$ cat src/rtl/orv64_boot_image_loader.sv
// Packs a boot byte stream into little-endian words, writes them to memory from BASE_ADDR,
// then releases core reset. Define ORV64_BOOT_ZERO_FILL_EN to zero-fill up to FILL_END_ADDR.
module orv64_boot_image_loader #(
    parameter int unsigned       ADDR_W        = 40,
    parameter logic [ADDR_W-1:0] BASE_ADDR     = 40'h8000_0000,
    parameter logic [ADDR_W-1:0] FILL_END_ADDR = 40'h8103_0000
) (
    input  logic              clk,
    input  logic              dut_rst,
    input  logic              start,
    input  logic              img_valid,
    input  logic [7:0]        img_byte,
    input  logic              img_last,
    output logic              img_ready,
    output logic              mem_req_valid,
    output logic [ADDR_W-1:0] mem_req_addr,
    output logic [31:0]       mem_req_wdata,
    input  logic              mem_req_ready,
    output logic              early_rst_out,
    output logic              core_rst_out,
    output logic              start_en_out,
    output logic              busy,
    output logic              done,
    output logic              err
);

    typedef enum logic [3:0] {
        S_IDLE,
        S_LOAD,
        S_WRITE,
        S_REL_EARLY,
        S_REL_RST,
        S_REL_START,
        S_DONE,
        S_ERR
`ifdef ORV64_BOOT_ZERO_FILL_EN
        , S_FILL
`endif
    } state_t;

    // One extra bit so addr + 4 can be compared without wrapping.
    localparam logic [ADDR_W:0] WORD_BYTES   = (ADDR_W+1)'(4);
    localparam logic [ADDR_W:0] FILL_END_EXT = {1'b0, FILL_END_ADDR};

    state_t            state;
    state_t            state_next;
    logic [ADDR_W-1:0] addr;
    logic [31:0]       wdata;
    logic [1:0]        byte_cnt;
    logic              last_seen;
    logic [ADDR_W:0]   addr_sum;
    logic              byte_fire;
    logic              req_fire;

    assign addr_sum  = {1'b0, addr} + WORD_BYTES;
    assign byte_fire = img_ready && img_valid;
    assign req_fire  = mem_req_valid && mem_req_ready;

    // NOTE: every flop is updated with <= so all registers sample the same pre-edge values.
    always_ff @(posedge clk or negedge dut_rst) begin
        if (!dut_rst) begin
            state <= S_IDLE;
        end else begin
            state <= state_next;
        end
    end

    // NOTE: outputs of this block get a default first, so no path leaves them unassigned (no latch).
    always_comb begin
        state_next    = state;
        img_ready     = 1'b0;
        mem_req_valid = 1'b0;
        case (state)
            S_IDLE: begin
                if (start) state_next = S_LOAD;
            end
            S_LOAD: begin
                img_ready = 1'b1;
                if (img_valid && (byte_cnt == 2'd3 || img_last)) begin
                    // A word that would land at or past the fill bound is never issued.
                    state_next = (addr >= FILL_END_ADDR) ? S_ERR : S_WRITE;
                end
            end
            S_WRITE: begin
                mem_req_valid = 1'b1;
                if (mem_req_ready) begin
                    if (!last_seen) begin
                        state_next = S_LOAD;
`ifdef ORV64_BOOT_ZERO_FILL_EN
                    end else if (addr_sum < FILL_END_EXT) begin
                        state_next = S_FILL;
`endif
                    end else begin
                        state_next = S_REL_EARLY;
                    end
                end
            end
`ifdef ORV64_BOOT_ZERO_FILL_EN
            S_FILL: begin
                mem_req_valid = 1'b1;
                if (mem_req_ready && addr_sum >= FILL_END_EXT) state_next = S_REL_EARLY;
            end
`endif
            S_REL_EARLY: state_next = S_REL_RST;
            S_REL_RST:   state_next = S_REL_START;
            S_REL_START: state_next = S_DONE;
            S_DONE:      state_next = S_DONE;
            S_ERR:       state_next = S_ERR;
            default:     state_next = S_IDLE;
        endcase
    end

    always_ff @(posedge clk or negedge dut_rst) begin
        if (!dut_rst) begin
            addr      <= BASE_ADDR;
            wdata     <= '0;
            byte_cnt  <= 2'd0;
            last_seen <= 1'b0;
        end else begin
            if (state == S_IDLE && start) begin
                addr      <= BASE_ADDR;
                wdata     <= '0;
                byte_cnt  <= 2'd0;
                last_seen <= 1'b0;
            end
            if (byte_fire) begin
                for (int k = 0; k < 4; k++) begin
                    if (byte_cnt == 2'(k)) wdata[8*k +: 8] <= img_byte;
                end
                byte_cnt  <= img_last ? 2'd0 : byte_cnt + 2'd1;
                last_seen <= last_seen | img_last;
            end
            // Clearing on each handshake leaves unfilled bytes of a short last word at zero,
            // and makes every fill word zero.
            if (req_fire) begin
                addr  <= addr_sum[ADDR_W-1:0];
                wdata <= '0;
            end
        end
    end

    assign mem_req_addr  = addr;
    assign mem_req_wdata = wdata;

    assign early_rst_out = !(state inside {S_REL_RST, S_REL_START, S_DONE});
    assign core_rst_out  = !(state inside {S_REL_START, S_DONE});
    assign start_en_out  = (state == S_DONE);
    assign busy          = !(state inside {S_IDLE, S_DONE, S_ERR});
    assign done          = (state == S_DONE);
    assign err           = (state == S_ERR);

endmodule

$ cat config.mk
export PLATFORM = sky130hd
export DESIGN_NAME = orv64_boot_image_loader
export DESIGN_NICKNAME = d
export VERILOG_FILES = /design/src/rtl/orv64_boot_image_loader.sv
export SDC_FILE = /design/constraint.sdc
export NUM_CORES = 1
export LEC_CHECK = 0
export BUFFER_PORTS_ARGS = -buffer_cell sky130_fd_sc_hd__buf_4
export CORE_ASPECT_RATIO = 2
export CORE_MARGIN = 3
export CORE_UTILIZATION = 35
export DETAILED_ROUTE_END_ITERATION = 16
export GPL_TIMING_DRIVEN = 0
export PLACE_DENSITY_LB_ADDON = 0.3
export SYNTH_ARGS = -nofsm -noshare
export SYNTH_HDL_FRONTEND = slang
export SYNTH_SLANG_ARGS = --single-unit
$ cat constraint.sdc
create_clock -name clk -period 1.8 [get_ports clk]
set_clock_uncertainty 0.2 [all_clocks]
set_input_delay 0.27 -clock clk [delete_from_list [all_inputs] [get_ports clk]]
set_output_delay 0.27 -clock clk [all_outputs]
set_load 0.02 [all_outputs]
==> summary.md, run 1 <==
| Metric | Value |
|---|---|
| Largest net degree at the start of global routing | `77` |
| Post-Synthesis Mean Instance Area | `9.36 sq um` |
| Fill cells | `802` |
| Most common cell in the synthesized netlist | `dfrtp_1` |
| Register area | `1930 sq um` |
| Synth Flop Type | `dfrtp_1` |
| Main area contributors after synthesis | `dfrtp_1 50%, nand2_1 7.2%, nand3_1 7.1%` |
| # diodes | `0` |
| Die Span X | `79.0 microns` |
| Fmax | `481 MHz` |
| Worst path bufs/invs | `1` |
| Count of input and output buffers | `91` |
| Vias in the first global route | `3766` |
| Critical Path AT | `2.08 ns` |
| Total Power | `3840 uW` |
| Netlist cell types | `42` |
| Post-synth ARST share | `1.00` |
| Vias | `3838` |
| Max rail drop VDD | `0.534 mV` |
| Residual DRC | `0` |
| RePlAce Congestion | `0.859` |
| Leading area contributor after synthesis | `dfrtp_1` |
| Io pins | `94` |
| Status | `complete, but fails checks` |
| Worst rel slew slack | `0.324` |
| First-pass GRT wire length | `19.0 mm` |
| Core box area | `10300 sq um` |
| Iter 0 DRT Violations | `220` |
| Post-layout min period | `2.08 ns` |
| Global route hottest layer | `met2` |
| Vias per cell | `5.44` |
| Met3 usage | `0.0427` |
| Area Growth Syn to Fin | `77.6%` |
| Die Height | `152 microns` |
| Violated checks | `setup timing` |
| Final-report setup violation count | `78` |
| DP Area | `4650 sq um` |
| Initial antenna violation count | `0` |
| First-pass DRT Iterations | `5` |
| Worst-path maximum fanout | `7` |
| Met2 GRT Util | `0.388` |
| CTS tree | `built` |
| Final #Nets | `585` |
| Synth Cell Area | `3730 sq um` |
| DP HPWL | `7.98 mm` |
| Final non-filler cell area | `6630 sq um` |
| Placed Instances | `626` |
| Sequential element share of the synthesized area | `0.510` |
| Synth Register Bits | `76` |
| Global Route Usage Sum | `0.201` |
| Wire per inst | `18.9 microns` |
| Clock Tree Buf Depth | `2` |
| GRT Residual Overflow | `0` |
| CP Capture Type | `register` |
| P_leak | `0.00302 uW` |
| Unrepaired setup endpoints after global routing | `true` |
| Post-route ant nets | `0` |
| Clk Latency, worst-skew pair | `0.34 ns` |
| Crit share post-route | `1.15` |
| CP delay by family, top | `simple AND/OR/NAND/NOR gates` |
| Warnings, synthesis | `0` |
| Setup WS post-layout | `-0.277 ns` |
| Root buffer cell | `clkbuf_16` |
| Worst Path Required | `1.80 ns` |
| Max-cap viol count | `0` |
| WL final | `13.3 mm` |
| Clock Pin Slew Worst Setup and Hold Paths | `0.06 ns` |
| Finished Layout Cells | `705` |
| Worst path max stage delay | `0.39 ns` |
| Max Transition Viols Final | `0` |
| Top post-synthesis cells by count | `75 x dfrtp_1, 72 x nand2_1, 53 x nand3_1` |
| Die ar. | `12000 sq um` |
| Met1 Use GR | `0.193` |
| Setup TNS | `-8.67 ns` |
| Pwr dens | `578 nW/um^2` |
| Crit-path cells | `nand4_1 > nor4_4 > buf_6 > nand4_4 > o311ai_2 > o41ai_2` |
| H-tree depth | `3` |
| Slew @ Worst Pin | `1.01 ns` |
| Post-synth EDFFs | `0` |
| Layout cells sized above 1 | `0.677` |
| Startpoint types | `register` |
| Yosys top cell area share | `0.503` |
| CTS Buf Count | `9` |
| Finished Core Util | `0.645` |
| Row count | `52` |
| Sink Count | `76` |
| Area of the multi-input gates | `2510 sq um` |
| Setup CP Type | `reg -> reg` |
| Initial Util | `0.363` |
| Worst min-delay path category | `in -> reg` |
| Final hold violations | `0` |
| Worst path slowest cell | `dfrtp_2` |
| Syn Inst Count | `399` |
[flip-flops by register name, indices dropped and copies added (netlist names)]
register	count
mem_req_addr	38
last_seen	1
state	3
mem_req_wdata	32
byte_cnt	2
[layout by cell type (no fill, tap or decap), drive strengths merged, types with 2 or more instances in the layout]
cell type,instances
clkinv,4
o211ai,9
nor2,10
nor4,5
a21oi,35
nand4,8
dfrtp,75
mux2i,13
o21ai,15
nor3,4
o221ai,2
conb,2
o41ai,2
nand2,72
and2,9
and3,9
o31ai,12
nand3,55
inv,8
clkbuf,18
buf,169
ha,6
and4,3
a211oi,3
bufinv,2
a21boi,2
dlygate4sd3,2
nand2b,3
[power breakdown]
part           switching [uW]  internal (uW)  leakage [uW]  total (uW)
logic                    90.3           46.5       0.00186         137
clock network             723           1250      0.000162        1970
registers                8.98           1720       0.00100        1720
total                     822           3010       0.00302        3840
[what timing repair did]
| item | 4_1_cts | 5_1_grt |
|---|---|---|
| buffers inserted | 36 | 33 |
| endpoints found under the hold margin | 79 | 0 |
| endpoints found under the setup margin | 83 | 80 |
| hold buffers | 2 | 0 |
| gates resized for setup | 158 | 137 |
| gates cloned | 5 | 2 |
| pin swaps | 42 | 88 |
[layer usage]
| layer | share of wire | vias to the layer above |
|---|---|---|
| met5 | 0 | - |
| li1 | - | 1763 |
| met3 | 0.045 | 33 |
| met2 | 0.59 | 124 |
| met1 | 0.33 | 1918 |
| met4 | 0.038 | 0 |
[final cells by class]
class                   count  share of cell area
inverters                   8             0.00453
plain buffers              16              0.0343
clock inverters             6              0.0132
flip-flops and latches     76               0.291
multi-input cells         291               0.379
well taps                 135              0.0255
clock buffers              10              0.0360
repair buffers            163               0.216
[stage by stage]
stage	setup slack [ns]	hold slack (ns)
after floorplan	-0.142	-0.226
after global placement	-0.385	0.283
after detailed placement	-0.413	0.290
after CTS	-0.213	0.00735
after global routing	-0.344	0.00663
final	-0.277	0.0163
[logic make-up (layout without fill, tap and decap cells)]
kind of cell,count (synthesis),after routing,share of synthesized area
simple gates,183,184,0.253
compound gates,86,86,0.141
flops,76,76,0.510
buf+inv,34,203,0.0399
mux,13,13,0.0348
fa+ha+maj,6,6,0.0201
other cells,1,2,0.00100
[worst min-delay path: cells and delay by family]
kind / cells / cell delay (ns)
buf+inv: 1 / 0.14
compound gates: 1 / 0.04
simple gates: 1 / 0.06
[worst paths after layout]
check | startpoint | endpoint | slack, ns | depth (start not counted)
worst max-delay path | mem_req_addr[12]$_DFFE_PN0P_ | mem_req_addr[33]$_DFFE_PN0P_ | -0.28 | 6
worst min-delay path | img_byte[3] | mem_req_wdata[3]$_DFF_PN0_ | 0.02 | 3
worst max register to register | mem_req_addr[12]$_DFFE_PN0P_ | mem_req_addr[33]$_DFFE_PN0P_ | -0.28 | 6
worst min register to register | mem_req_addr[9]$_DFFE_PN0P_ | mem_req_addr[9]$_DFFE_PN0P_ | 0.31 | 1
max in group asynchronous | dut_rst | mem_req_addr[26]$_DFFE_PN0P_ | 0.23 | 2
min in group asynchronous | dut_rst | mem_req_addr[9]$_DFFE_PN0P_ | 0.44 | 2
(Power assumes the default switching activity.)
==> inputs of run 2 (changes only) <==
Clock period 1.8 ns to 2 ns, I/O delays scaled along.
==> run 2 against run 1 <==
Compared with the run above: the flow still finishes with violations (setup timing); hold slack better by 0.028 ns; die area unchanged; design area decreased by 22%; non-clock buffer count decreased by 49; total power fell by 17%; register-to-register slack improved by 0.25 ns.
==> summary.md, run 2 (synthesized netlist as in run 1, its figures left out) <==
| Metric | Value |
|---|---|
| RePlAce Congestion | `0.852` |
| Crit-path cells | `nand4bb_4 > nor4_4 > and2_1 > buf_6 > a211oi_1 > a31o_2` |
| First-pass DRT Iterations | `4` |
| Slew @ Worst Pin | `0.980 ns` |
| Final hold violations | `0` |
| Final-report setup violation count | `4` |
| Row count | `52` |
| Sink Count | `76` |
| Area Growth Syn to Fin | `38.0%` |
| Worst path slowest cell | `dfrtp_1` |
| Worst Path Required | `2.02 ns` |
| Crit share post-route | `1.01` |
| Root buffer cell | `clkbuf_16` |
| Vias per cell | `5.33` |
| Max-cap viol count | `0` |
| Wire per inst | `16.6 microns` |
| CTS tree | `built` |
| Placed Instances | `626` |
| Finished Layout Cells | `656` |
| Largest register FFs | `38` |
| Setup CP Type | `reg -> reg` |
| Worst-path maximum fanout | `6` |
| Startpoint types | `register` |
| Worst path max stage delay | `0.41 ns` |
| Clock Pin Slew Worst Setup and Hold Paths | `0.06 ns` |
| Most common cell after layout, fill and taps aside | `buf_4` |
| CP Capture Type | `register` |
| Worst rel slew slack | `0.346` |
| Post-layout min period | `2.03 ns` |
| Post-route ant nets | `0` |
| Global Route Usage Sum | `0.183` |
| H-tree depth | `3` |
| Io pins | `94` |
| P_leak | `0.00245 uW` |
| DR WL met2 | `6.07 mm` |
| Violated checks | `setup timing` |
| Residual DRC | `0` |
| Most frequent cells in the layout | `115 x buf_4, 67 x nand2_1, 67 x dfrtp_1` |
| Vias | `3497` |
| Status | `complete, but fails checks` |
| Detailed-routing wirelength on met1 | `3.85 mm` |
| WHS | `0.0446 ns` |
| # diodes | `0` |
| Die Height | `152 microns` |
| GRT Residual Overflow | `0` |
| DP HPWL | `7.96 mm` |
| CTS Buf Count | `9` |
| Core box area | `10300 sq um` |
| Count of input and output buffers | `91` |
| Fmax | `493 MHz` |
| Vias in the first global route | `3519` |
| Initial Util | `0.363` |
| Layout cells sized above 1 | `0.347` |
| Max rail drop VDD | `0.517 mV` |
| WL final | `10.9 mm` |
| Final #Nets | `536` |
| Unrepaired setup endpoints after global routing | `true` |
| Die Span X | `79.0 microns` |
| Pwr dens | `617 nW/um^2` |
| Largest net degree at the start of global routing | `77` |
| Initial antenna violation count | `0` |
| Iter 0 DRT Violations | `223` |
| Worst min-delay path category | `in -> reg` |
| Wire length on met3 | `554 microns` |
| Clock Tree Buf Depth | `2` |
| Clk Latency, worst-skew pair | `0.33 ns` |
| Top routing layer used | `met4` |
| Fill cells | `1036` |
| Max Transition Viols Final | `0` |
| Die ar. | `12000 sq um` |
| First-pass GRT wire length | `17.5 mm` |
| Critical Path AT | `2.05 ns` |
| Setup WS post-layout | `-0.0278 ns` |
[run 2: area by class of cell]
| type | instances | area, sq um | share of cell area |
|---|---|---|---|
| inverters | 8 | 30.0 | 0.00583 |
| well taps | 135 | 169 | 0.0328 |
| flip-flops and latches | 76 | 1910 | 0.371 |
| plain buffers | 21 | 136 | 0.0265 |
| multi-input cells | 291 | 1800 | 0.349 |
| repair buffers | 109 | 828 | 0.161 |
| clock buffers | 10 | 239 | 0.0464 |
| clock inverters | 6 | 38.8 | 0.00753 |
[run 2: critical path: cells and delay by family, from the launching register on]
kind            cells  cell delay (ns)
buf+inv             1             0.12
flops               1             0.41
simple gates        3             0.89
compound gates      2             0.30
[run 2: repair_timing]
item,in CTS,in global routing
setup endpoints to repair,74,76
gates cloned,0,1
endpoints found under the hold margin,75,0
hold buffers,1,0
pin swaps,6,10
resized for setup,20,43
setup buffers,11,7
[run 2: worst paths after layout]
check | slack [ns] | cells after the start | endpoint | start
min in group asynchronous | 0.48 | 2 | mem_req_addr[17]$_DFFE_PN0P_ | dut_rst
worst min-delay path | 0.04 | 3 | mem_req_wdata[10]$_DFF_PN0_ | img_byte[2]
worst max-delay path | -0.03 | 6 | mem_req_addr[38]$_DFFE_PN0P_ | state[0]$_DFFE_PN0P_
worst min register to register | 0.31 | 2 | last_seen$_DFFE_PN0P_ | last_seen$_DFFE_PN0P_
max in group asynchronous | 0.42 | 2 | state[2]$_DFFE_PN0P_ | dut_rst
worst max register to register | -0.03 | 6 | mem_req_addr[38]$_DFFE_PN0P_ | state[0]$_DFFE_PN0P_
[run 2: through the flow]
step                      total power [uW]  setup slack, ns  TNS (ns)  utilization  area [sq um]
after floorplan                       1610         0.000673         0            -          3740
after global placement                1680           -0.339    -14.45        0.447          4590
after detailed placement              1680           -0.387    -16.67        0.447          4590
after CTS                             3200          -0.0612   -0.0612        0.488          5020
after global routing                  3290           -0.139     -1.18        0.501          5150
final                                 3180          -0.0278   -0.0753        0.501          5150
[run 2: power by group]
group,total (uW),switching [uW],internal [uW]
combinational,109,71.5,37.6
sequential,1550,6.03,1540
clock,1520,648,871
[run 2: per-layer routing]
layer | GRT usage | vias up
met5 | 0 | -
met4 | 0.107 | 0
met2 | 0.325 | 106
met1 | 0.194 | 1703
li1 | - | 1657
met3 | 0.0403 | 31
